### src/rtl/morse_symbol_decoder_if.sv
// Button-side inputs and character/status outputs of the Morse symbol decoder.
// master = button/debounce source (and observer), slave = decoder.
interface morse_symbol_decoder_if;
  logic       dot_in;
  logic       dash_in;
  logic       commit_in;
  logic       bksp_in;
  logic [5:0] char_code;
  logic       char_valid;
  logic       bksp_out;
  logic       error;
  logic [2:0] sym_count;
  logic       busy;

  modport master (
    output dot_in, dash_in, commit_in, bksp_in,
    input  char_code, char_valid, bksp_out, error, sym_count, busy
  );

  modport slave (
    input  dot_in, dash_in, commit_in, bksp_in,
    output char_code, char_valid, bksp_out, error, sym_count, busy
  );
endinterface

### src/rtl/morse_symbol_decoder.sv
// Accumulates dot/dash symbols and decodes them to a character code on commit.
// Pulses are registered (visible one edge after the sampled request); no backpressure, every input cycle counts.
module morse_symbol_decoder #(
  parameter bit SPACE_ON_EMPTY = 1'b0,
  parameter int MAX_SYMBOLS    = 5
) (
  input logic                   clock,
  input logic                   reset,
  morse_symbol_decoder_if.slave bus
);

  typedef enum logic [1:0] {
    IDLE     = 2'd0,
    ACCUM    = 2'd1,
    OVERFLOW = 2'd2
  } state_t;

  state_t     state, state_nxt;
  logic [4:0] pattern, pattern_nxt;
  logic [2:0] sym_count, count_nxt;
  logic [5:0] char_code, code_nxt;
  logic       char_valid, valid_nxt;
  logic       bksp_out, bksp_nxt;
  logic       error, error_nxt;
  logic       sym_take, sym_clash;
  logic       hit;
  logic [5:0] lut_code;

  assign sym_take  = bus.dot_in ^ bus.dash_in;
  assign sym_clash = bus.dot_in & bus.dash_in;

  // Key is {length, pattern}: pattern alone is ambiguous (E vs I vs S ...).
  always_comb begin
    hit      = 1'b1;
    lut_code = 6'd0;
    case ({sym_count, pattern})
      {3'd2, 5'b00001}: lut_code = 6'd1;   // A
      {3'd4, 5'b01000}: lut_code = 6'd2;   // B
      {3'd4, 5'b01010}: lut_code = 6'd3;   // C
      {3'd3, 5'b00100}: lut_code = 6'd4;   // D
      {3'd1, 5'b00000}: lut_code = 6'd5;   // E
      {3'd4, 5'b00010}: lut_code = 6'd6;   // F
      {3'd3, 5'b00110}: lut_code = 6'd7;   // G
      {3'd4, 5'b00000}: lut_code = 6'd8;   // H
      {3'd2, 5'b00000}: lut_code = 6'd9;   // I
      {3'd4, 5'b00111}: lut_code = 6'd10;  // J
      {3'd3, 5'b00101}: lut_code = 6'd11;  // K
      {3'd4, 5'b00100}: lut_code = 6'd12;  // L
      {3'd2, 5'b00011}: lut_code = 6'd13;  // M
      {3'd2, 5'b00010}: lut_code = 6'd14;  // N
      {3'd3, 5'b00111}: lut_code = 6'd15;  // O
      {3'd4, 5'b00110}: lut_code = 6'd16;  // P
      {3'd4, 5'b01101}: lut_code = 6'd17;  // Q
      {3'd3, 5'b00010}: lut_code = 6'd18;  // R
      {3'd3, 5'b00000}: lut_code = 6'd19;  // S
      {3'd1, 5'b00001}: lut_code = 6'd20;  // T
      {3'd3, 5'b00001}: lut_code = 6'd21;  // U
      {3'd4, 5'b00001}: lut_code = 6'd22;  // V
      {3'd3, 5'b00011}: lut_code = 6'd23;  // W
      {3'd4, 5'b01001}: lut_code = 6'd24;  // X
      {3'd4, 5'b01011}: lut_code = 6'd25;  // Y
      {3'd4, 5'b01100}: lut_code = 6'd26;  // Z
      {3'd5, 5'b11111}: lut_code = 6'd27;  // 0
      {3'd5, 5'b01111}: lut_code = 6'd28;  // 1
      {3'd5, 5'b00111}: lut_code = 6'd29;  // 2
      {3'd5, 5'b00011}: lut_code = 6'd30;  // 3
      {3'd5, 5'b00001}: lut_code = 6'd31;  // 4
      {3'd5, 5'b00000}: lut_code = 6'd32;  // 5
      {3'd5, 5'b10000}: lut_code = 6'd33;  // 6
      {3'd5, 5'b11000}: lut_code = 6'd34;  // 7
      {3'd5, 5'b11100}: lut_code = 6'd35;  // 8
      {3'd5, 5'b11110}: lut_code = 6'd36;  // 9
      default:          hit      = 1'b0;
    endcase
  end

  always_ff @(posedge clock or posedge reset) begin
    if (reset) begin
      state      <= IDLE;
      pattern    <= 5'd0;
      sym_count  <= 3'd0;
      char_code  <= 6'd0;
      char_valid <= 1'b0;
      bksp_out   <= 1'b0;
      error      <= 1'b0;
    end else begin
      state      <= state_nxt;
      pattern    <= pattern_nxt;
      sym_count  <= count_nxt;
      char_code  <= code_nxt;
      char_valid <= valid_nxt;
      bksp_out   <= bksp_nxt;
      error      <= error_nxt;
    end
  end

  // Priority: backspace, then commit, then a single symbol.
  always_comb begin
    state_nxt   = state;
    pattern_nxt = pattern;
    count_nxt   = sym_count;
    if (bus.bksp_in || bus.commit_in) begin
      state_nxt   = IDLE;
      pattern_nxt = 5'd0;
      count_nxt   = 3'd0;
    end else if (sym_take) begin
      case (state)
        IDLE, ACCUM: begin
          if (int'(sym_count) < MAX_SYMBOLS) begin
            state_nxt   = ACCUM;
            pattern_nxt = {pattern[3:0], bus.dash_in};
            count_nxt   = sym_count + 3'd1;
          end else begin
            state_nxt = OVERFLOW;
          end
        end
        default: state_nxt = state;
      endcase
    end
  end

  always_comb begin
    code_nxt  = char_code;
    valid_nxt = 1'b0;
    bksp_nxt  = 1'b0;
    error_nxt = 1'b0;
    if (bus.bksp_in) begin
      bksp_nxt = (state == IDLE);
    end else if (bus.commit_in) begin
      case (state)
        IDLE: begin
          if (SPACE_ON_EMPTY) begin
            valid_nxt = 1'b1;
            code_nxt  = 6'd0;
          end
        end
        ACCUM: begin
          if (hit) begin
            valid_nxt = 1'b1;
            code_nxt  = lut_code;
          end else begin
            error_nxt = 1'b1;
          end
        end
        default: error_nxt = 1'b1;
      endcase
    end else if (sym_clash) begin
      error_nxt = 1'b1;
    end
  end

  assign bus.char_code  = char_code;
  assign bus.char_valid = char_valid;
  assign bus.bksp_out   = bksp_out;
  assign bus.error      = error;
  assign bus.sym_count  = sym_count;
  assign bus.busy       = (sym_count != 3'd0) || (state == OVERFLOW);

endmodule

### src/flat_wrapper.sv
// flat-port wrapper written by rule: the top's interface ports become plain ports
module morse_symbol_decoder_flat 
#(
  parameter bit SPACE_ON_EMPTY = 1'b0,
  parameter int MAX_SYMBOLS    = 5
)
  (clock, reset, bus_dot_in, bus_dash_in, bus_commit_in, bus_bksp_in, bus_char_code, bus_char_valid, bus_bksp_out, bus_error, bus_sym_count, bus_busy);
  morse_symbol_decoder_if bus_i ();
  input logic clock;
  input logic reset;
  input wire logic [$bits(bus_i.dot_in)-1:0] bus_dot_in;
  input wire logic [$bits(bus_i.dash_in)-1:0] bus_dash_in;
  input wire logic [$bits(bus_i.commit_in)-1:0] bus_commit_in;
  input wire logic [$bits(bus_i.bksp_in)-1:0] bus_bksp_in;
  output wire logic [$bits(bus_i.char_code)-1:0] bus_char_code;
  output wire logic [$bits(bus_i.char_valid)-1:0] bus_char_valid;
  output wire logic [$bits(bus_i.bksp_out)-1:0] bus_bksp_out;
  output wire logic [$bits(bus_i.error)-1:0] bus_error;
  output wire logic [$bits(bus_i.sym_count)-1:0] bus_sym_count;
  output wire logic [$bits(bus_i.busy)-1:0] bus_busy;
  assign bus_i.dot_in = bus_dot_in;
  assign bus_i.dash_in = bus_dash_in;
  assign bus_i.commit_in = bus_commit_in;
  assign bus_i.bksp_in = bus_bksp_in;
  assign bus_char_code = bus_i.char_code;
  assign bus_char_valid = bus_i.char_valid;
  assign bus_bksp_out = bus_i.bksp_out;
  assign bus_error = bus_i.error;
  assign bus_sym_count = bus_i.sym_count;
  assign bus_busy = bus_i.busy;
  morse_symbol_decoder #(.SPACE_ON_EMPTY(SPACE_ON_EMPTY), .MAX_SYMBOLS(MAX_SYMBOLS)) u_core (.clock(clock), .reset(reset), .bus(bus_i));
endmodule
### config.mk
export PLATFORM = sky130hd
export DESIGN_NAME = morse_symbol_decoder_flat
export DESIGN_NICKNAME = d
export VERILOG_FILES = /design/src/rtl/morse_symbol_decoder_if.sv /design/src/rtl/morse_symbol_decoder.sv /design/src/flat_wrapper.sv
export SDC_FILE = /design/constraint.sdc
export NUM_CORES = 1
export LEC_CHECK = 0
export BUFFER_PORTS_ARGS = -buffer_cell sky130_fd_sc_hd__buf_2
export CAP_MARGIN = 20
export CORE_AREA = 2 2 48 68
export CTS_CLUSTER_SIZE = 20
export DETAILED_ROUTE_END_ITERATION = 12
export DIE_AREA = 0 0 50 70
export GPL_TIMING_DRIVEN = 0
export PLACE_DENSITY = 0.8
export REMOVE_ABC_BUFFERS = 1
export SYNTH_ARGS = -nofsm -noshare
export SYNTH_HDL_FRONTEND = slang
export SYNTH_SLANG_ARGS = --single-unit
### constraint.sdc
create_clock -name clock -period 3.3 [get_ports clock]
set_clock_uncertainty 0.05 [all_clocks]
set_input_delay 0.165 -clock clock [delete_from_list [all_inputs] [get_ports clock]]
set_output_delay 0.165 -clock clock [all_outputs]
set_load 0.05 [all_outputs]
==> results.md, run 1 <==
- Status: finished, final reports clean
- Syn_area_per_cell: around 8.6 sq um
- Synth warnings: 0
- Hpwl dp: 2930 microns
- Cell taking the most area after synthesis: dfrtp_1
- Max Slew Vio Count: 0
- Crit path depth: 6
- Total Power Consumption: approximately 0.53 mW
- Max-Cap Viols: 0
- Tot GR Track Use: 0.258
- Fin util: 0.598
- Worst Setup EP: u_core.bus.char_code[2]$_DFFE_PP0P_
- Die Area: about 0.0035 sq mm
- Worst Reg-to-Reg Cells: 6
- Synth top area share: 0.281
- Worst Tran Pin Value: around 0.83 ns
- Max clock buf depth: 2
- CP required: 3.39 ns
- Clock power share: 0.303
- Net Sw Frac: 0.315
- Clk_lat worst skew: 0.26 ns
- Die Y-Extent: roughly 70 microns
- Port Buf Inserts: 18
- Vias: 1584
- Setup crit start kind: register
- DP Worst Slack: around 0.54 ns
- Root buffer cell: clkbuf_8
- CTS sink count: 19
- Initial DRC count: 77
- Peak VDD IR: 0.000289 V
- Initial antenna violation count: 0
- Depth of the CTS H-tree: 1
- Syn-to-layout area delta: 5.10%
- Post-route antenna net violation count: 0
- Number of I/O pins: 19
- Cell breakdown of the critical path: inv_1 > nor4_1 > a31oi_1 > and4_4 > a31oi_4 > mux2_4
- Die Width: 50 microns
- Yosys reg bits: 19
- Ranking of synthesized cells by area: dfrtp_1 (28%), nor2_1 (5.1%), mux2_4 (4.4%)
- Fill cells: between 200 and 250
- Pleak: 0.748 nW
- Slew margin rel.: 0.443
- Yosys cell types: 64
- Crit Path Class: register to register
- Crit path largest cell delay: 0.89 ns
- EDFF count, synth: 0
- Delay-heaviest family, CP: flip-flops
- Most frequent cells after synthesis: nor2_1 (23), dfrtp_1 (19), buf_2 (14)
- Max Fanout on Critical Path: 25
- Crit Reg-Reg Endpoint: u_core.bus.char_code[2]$_DFFE_PP0P_
- Reg2reg start: u_core.bus.sym_count[0]$_DFFE_PP0P_
- Most frequent cell after synthesis: nor2_1
- Hold depth: 2
- Max Freq: about 0.35 GHz
- Sequential share of the synthesized area: 0.281
- Synth Cell Area: 0.00169 sq mm
- Final worst-path cycle share: 0.854
- Critical path arrival: ~2.9 ns
- Share of power burned in registers: 0.488
- Setup bufs post-CTS: 0
- # diodes: 0
- # rows: 24
- WL per Instance: 17.7 microns
- RSZ-0062 raised after global routing: false
- CP max-delay cell: dfrtp_1
- Setup TNS: 0 ns
- Main flop type after synthesis: dfrtp_1
- NetSw: 0.167 mW
- Effective utilization at floorplan: 0.569
- Core Region: slightly below 0.003 sq mm
- Overflow after GRT: 0
- CP Capture Type: register
- Worst Slack Setup Final: ~0.48 ns
- # nets final: 211
- DRC viols: 0
- CP startpoint: u_core.bus.sym_count[0]$_DFFE_PP0P_
- Final setup violation count: 0
- P_int: 0.363 mW
- Routed WL: 4260 microns
- CTS Hold Buffers Added: 1
- CTS Buf Count: 3
- Vias in the first global route: 1462
- Final hold vios: 0
- Gate Count Post-Synth: 197
- Post-layout min period: 2.82 ns
- Placer Congestion: 0.977
- CTS tree: built
- Clock-pin slew on the worst setup and hold paths: 0.07 ns
- Comb power frac: 0.209
- Pre-antenna DRT Iters: 4
- Share of layout cells above drive strength 1: 0.194
- Gates resized, CTS repair: 0
- FFs w/ async S/R, synth: 1.00
- PwrDens: 298 mW/mm^2
- First-pass GRT wire length: 7080 microns
- Worst hold path type: input pin to register
- Drt via density: 6.60
- Crit path buf inv count: 1
- R2R Setup Slk: 0.48 ns
- Largest net degree at the start of global routing: 29
==> cell type report <==
type	instances	area [sq um]	share of cell area
flip-flops and latches	19	475	0.267
multi-input cells	153	1090	0.611
inverters	6	22.5	0.0127
repair buffers	19	100	0.0563
clock buffers	4	45.0	0.0253
well taps	39	48.8	0.0274
==> flip-flops by register name, summed over array words and instances (netlist names) <==
register,cells
u_core.state,2
u_core.bus.bksp_out,1
u_core.bus.char_valid,1
u_core.bus.sym_count,3
u_core.bus.error,1
u_core.pattern,5
u_core.bus.char_code,6
==> layer usage <==
metal / global-route usage / vias up / wire [microns]
met5: 0 / - / 0
met4: 0.120 / 0 / 158
met3: 0.0192 / 16 / 242
met2: 0.402 / 74 / 2110
met1: 0.359 / 743 / 1750
li1: - / 751 / -
==> layout by cell type (no fill, tap or decap), types with 3 or more instances in the layout <==
| cell | count |
|---|---|
| a32oi_1 | 3 |
| ha_1 | 3 |
| a31oi_1 | 4 |
| xnor2_1 | 3 |
| or3_1 | 3 |
| nor4_1 | 3 |
| inv_1 | 5 |
| and2_1 | 5 |
| nand4_1 | 6 |
| dfrtp_1 | 19 |
| nand2_1 | 12 |
| mux2_4 | 5 |
| nor2_1 | 23 |
| mux2i_1 | 5 |
| nand3b_1 | 5 |
| a211oi_1 | 3 |
| a21oi_1 | 8 |
| clkbuf_8 | 3 |
| nor3_1 | 7 |
| nand2b_1 | 6 |
| buf_2 | 18 |
| nand3_1 | 4 |
==> through the flow <==
step | cell area [sq um] | cells | hold slack [ns]
final | 1780 | 240 | 0.0408
after global routing | 1780 | 240 | 0.0609
after CTS | 1780 | 240 | 0.0398
after detailed placement | 1720 | 235 | 0.260
after global placement | 1720 | 235 | 0.230
after floorplan | 1580 | 178 | 0.0661
==> worst min-delay path by stage <==
| stage | start | endpoint | slack [ns] |
|---|---|---|---|
| 2_1_floorplan | reset | u_core.bus.bksp_out$_DFF_PP0_ | 0.07 |
| 3_3_place_gp | reset | u_core.bus.char_code[5]$_DFFE_PP0P_ | 0.23 |
| 4_1_cts | bus_bksp_in | u_core.bus.error$_DFF_PP0_ | 0.04 |
| 3_5_place_dp | reset | u_core.bus.char_code[1]$_DFFE_PP0P_ | 0.26 |
| 5_1_grt | bus_bksp_in | u_core.bus.error$_DFF_PP0_ | 0.06 |
| 6_report | bus_bksp_in | u_core.bus.error$_DFF_PP0_ | 0.04 |
==> worst register-to-register path, stage by stage (launching register included) <==
cell     delay (ns)
dfrtp_1        0.89
inv_1          0.34
nor4_1         0.46
a31oi_1        0.09
and4_4         0.22
a31oi_4        0.32
mux2_4         0.34
==> power groups by stage <==
stage,Clock (mW),Combinational (mW),Sequential (mW)
2_1_floorplan,0,0.0588,0.283
3_3_place_gp,0,0.106,0.261
3_5_place_dp,0,0.109,0.262
4_1_cts,0.160,0.111,0.258
5_1_grt,0.169,0.119,0.260
6_report,0.160,0.111,0.258
==> cells by family (layout without fill, tap and decap cells) <==
| group | Yosys count | after routing | share of synthesized area |
|---|---|---|---|
| DFF | 19 | 19 | 0.281 |
| buffers and inverters | 25 | 29 | 0.0769 |
| xor gates and xnor gates | 3 | 3 | 0.0155 |
| adders and majority gates | 3 | 3 | 0.0222 |
| muxes | 11 | 11 | 0.0806 |
| and+or+nand+nor | 91 | 91 | 0.305 |
| AOI/OAI and AO/OA | 45 | 45 | 0.218 |
Power figures use the tool's default switching activity.
==> inputs of run 2 (changes only) <==
--- a/config.mk
+++ b/config.mk
@@ -5,15 +5,16 @@
 export SDC_FILE = /design/constraint.sdc
 export NUM_CORES = 1
 export LEC_CHECK = 0
-export BUFFER_PORTS_ARGS = -buffer_cell sky130_fd_sc_hd__buf_2
 export CAP_MARGIN = 20
 export CORE_AREA = 2 2 48 68
 export CTS_CLUSTER_SIZE = 20
 export DETAILED_ROUTE_END_ITERATION = 12
 export DIE_AREA = 0 0 50 70
+export DONT_BUFFER_PORTS = 1
 export GPL_TIMING_DRIVEN = 0
-export PLACE_DENSITY = 0.8
+export PLACE_DENSITY = 0.74
 export REMOVE_ABC_BUFFERS = 1
+export SKIP_CTS_REPAIR_TIMING = 1
 export SYNTH_ARGS = -nofsm -noshare
 export SYNTH_HDL_FRONTEND = slang
 export SYNTH_SLANG_ARGS = --single-unit
==> run 2 against run 1 <==
Effect of this change: clock-buffer cell count unchanged; non-clock buffer count down 15; setup slack worse by 0.061 ns; critical path depth unchanged; power down 1.7%; critical endpoint unchanged.
==> results.md, run 2 (synthesized netlist as in run 1, its figures left out) <==
- CP required: 3.39 ns (about the same)
- Clk_lat worst skew: 0.25 ns (was 0.26 ns)
- DP Worst Slack: 0.239 ns (was 0.541 ns)
- Drt via density: 6.92 (was 6.60)
- Overflow after GRT: 0 (unchanged)
- Hpwl dp: 2850 microns (was 2930 microns)
- Critical path arrival: 2.97 ns (was 2.91 ns)
- Placed cells: 217 (was 235)
- Placer Congestion: 0.929 (was 0.977)
- Finished Layout Cells: 225 (was 240)
- Cell breakdown of the critical path: nand2b_1 > o31ai_2 > a32oi_1 > o311a_1 > a31oi_4 > mux2_4 (was inv_1 > nor4_1 > a31oi_1 > and4_4 > a31oi_4 > mux2_4)
- Crit Reg-Reg Endpoint: u_core.bus.char_code[2]$_DFFE_PP0P_ (unchanged)
- Largest net degree at the start of global routing: 29 (unchanged)
- PwrDens: 299 mW/mm^2 (was 298 mW/mm^2)
- Depth of the CTS H-tree: 1 (unchanged)
- Worst Slack Setup Final: 0.421 ns (was 0.481 ns)
- Routed WL: 4170 microns (was 4260 microns)
- Setup crit start kind: register (unchanged)
- Crit path largest cell delay: 1.09 ns (was 0.89 ns)
- Net Sw Frac: 0.313 (was 0.315)
- Setup TNS: 0 ns (unchanged)
- Max clock buf depth: 2 (unchanged)
- R2R Setup Slk: 0.42 ns (was 0.48 ns)
- Largest register by flop count: u_core.bus.char_code (unchanged)
- Clock power share: 0.305 (was 0.303)
- Worst Reg-to-Reg Cells: 6 (unchanged)
- Initial DRC count: 91 (was 77)
- Commonest non-fill, non-tap cell in the layout: nor2_1 (unchanged)
- Worst Tran Pin Value: 1.12 ns (was 0.835 ns)
- CP Capture Type: register (unchanged)
- WL per Instance: 18.5 microns (was 17.7 microns)
- Crit Path Class: register to register (unchanged)
- # rows: 24 (unchanged)
- Vias: 1558 (was 1584)
- Final hold vios: 0 (unchanged)
- DRC viols: 0 (unchanged)
- Smallest hold slack: 0.0118 ns (was 0.0408 ns)
- P_int: 0.358 mW (was 0.363 mW)
- Share of power burned in registers: 0.539 (was 0.488)
- Regs by FF count: u_core.bus.char_code x6, u_core.pattern x5, u_core.bus.sym_count x3 (unchanged)
- Most frequent cells in the layout: nor2_1 (23), dfrtp_1 (19), nand2_1 (12), a21oi_1 (8), nor3_1 (7) (was nor2_1 (23), dfrtp_1 (19), buf_2 (18), nand2_1 (12), a21oi_1 (8))
- CTS Buf Count: 3 (unchanged)
- Clock-pin slew on the worst setup and hold paths: 0.07 ns (about the same)
- RSZ-0062 raised after global routing: false (unchanged)
- Root buffer cell: clkbuf_8 (unchanged)
- Max reg flops: 6 (unchanged)
- Port Buf Inserts: 0 (was 18)
- Tot GR Track Use: 0.244 (was 0.258)
- Initial antenna violation count: 0 (unchanged)
- Peak VDD IR: 0.000283 V (was 0.000289 V)
- CTS tree: built (unchanged)
- Max Fanout on Critical Path: 22 (was 25)
- Max Freq: 0.347 GHz (was 0.355 GHz)
- Final worst-path cycle share: 0.873 (was 0.854)
- First-pass GRT wire length: 6790 microns (was 7080 microns)
- Reg2reg start: u_core.bus.sym_count[1]$_DFFE_PP0P_ (was u_core.bus.sym_count[0]$_DFFE_PP0P_)
- Hold path start: bus_bksp_in (unchanged)
- Hold Path Sink: u_core.bus.bksp_out$_DFF_PP0_ (was u_core.bus.error$_DFF_PP0_)
- Fin util: 0.585 (was 0.598)
- Slew margin rel.: 0.250 (was 0.443)
- Crit path buf inv count: 0 (was 1)
- Core Region: 0.00297 sq mm (unchanged)
- Syn-to-layout area delta: 2.88% (was 5.10%)
- Final setup violation count: 0 (unchanged)
- Effective utilization at floorplan: 0.569 (unchanged)
- Pre-antenna DRT Iters: 4 (unchanged)
- Comb power frac: 0.156 (was 0.209)
- Post-layout min period: 2.88 ns (was 2.82 ns)
- Delay-heaviest family, CP: flip-flops (unchanged)
- Vias in the first global route: 1482 (was 1462)
- Fill cells: 258 (was 242)
- Status: finished, final reports clean (unchanged)
- Number of I/O pins: 19 (unchanged)
- CP max-delay cell: dfrtp_1 (unchanged)
- # nets final: 196 (was 211)
- Die Width: 50 microns (unchanged)
- Max Slew Vio Count: 0 (unchanged)
- Hold depth: 1 (was 2)
- Pleak: 0.681 nW (was 0.748 nW)
- NetSw: 0.163 mW (was 0.167 mW)
- Die Y-Extent: 70 microns (unchanged)
- CTS sink count: 19 (unchanged)
- # diodes: 0 (unchanged)
- Share of layout cells above drive strength 1: 0.124 (was 0.194)
- Max-Cap Viols: 0 (unchanged)
- Worst hold path type: input pin to register (unchanged)
- Post-route antenna net violation count: 0 (unchanged)
- Die Area: 0.00350 sq mm (unchanged)
## run 2: worst reg2reg max path, delay by kind of cell, from the launching register on
family | cells | cell delay (ns)
and+or+nand+nor | 1 | 0.39
muxes | 1 | 0.34
AOI/OAI and AO/OA | 4 | 0.88
DFF | 1 | 1.09
## run 2: worst max-delay path by stage
stage                                   startpoint                                   to  slack, ns  cells past startpoint
2_1_floorplan  u_core.bus.sym_count[2]$_DFFE_PP0P_  u_core.bus.char_code[0]$_DFFE_PP0P_       0.69                      6
3_3_place_gp   u_core.bus.sym_count[0]$_DFFE_PP0P_  u_core.bus.char_code[5]$_DFFE_PP0P_       0.32                      6
3_5_place_dp   u_core.bus.sym_count[2]$_DFFE_PP0P_  u_core.bus.char_code[2]$_DFFE_PP0P_       0.24                      6
4_1_cts        u_core.bus.sym_count[2]$_DFFE_PP0P_  u_core.bus.char_code[2]$_DFFE_PP0P_       0.21                      6
5_1_grt        u_core.bus.sym_count[1]$_DFFE_PP0P_  u_core.bus.char_code[2]$_DFFE_PP0P_       0.33                      6
6_report       u_core.bus.sym_count[1]$_DFFE_PP0P_  u_core.bus.char_code[2]$_DFFE_PP0P_       0.42                      6
## run 2: through the flow
stage / total power [mW] / instance area [sq um]
after floorplan: 0.342 / 1580
after global placement: 0.358 / 1630
after detailed placement: 0.360 / 1630
after CTS: 0.519 / 1680
after global routing: 0.543 / 1740
final: 0.520 / 1740
## run 2: cell type report
cell class | instances | area (sq um) | share of cell area
clock buffer | 4 | 45.0 | 0.0259
multi-input combinational | 153 | 1090 | 0.624
tap | 39 | 48.8 | 0.0280
timing repair buffer | 4 | 62.6 | 0.0359
inverter | 6 | 22.5 | 0.0129
sequential | 19 | 475 | 0.273
## run 2: power groups by stage
stage	combinational (mW)	clock, mW	sequential, mW
finish	0.0811	0.159	0.280
global route	0.0888	0.173	0.282
CTS	0.0723	0.163	0.284
detailed placement	0.0718	0	0.288
global placement	0.0698	0	0.288
floorplan	0.0588	0	0.283
## run 2: routing by layer
layer  routed length [microns]  vias up  track usage
met3                       232       18       0.0406
met4                       157        0        0.127
li1                          -      722            -
met5                         0        -            0
met1                      1710      750        0.316
met2                      2070       68        0.383
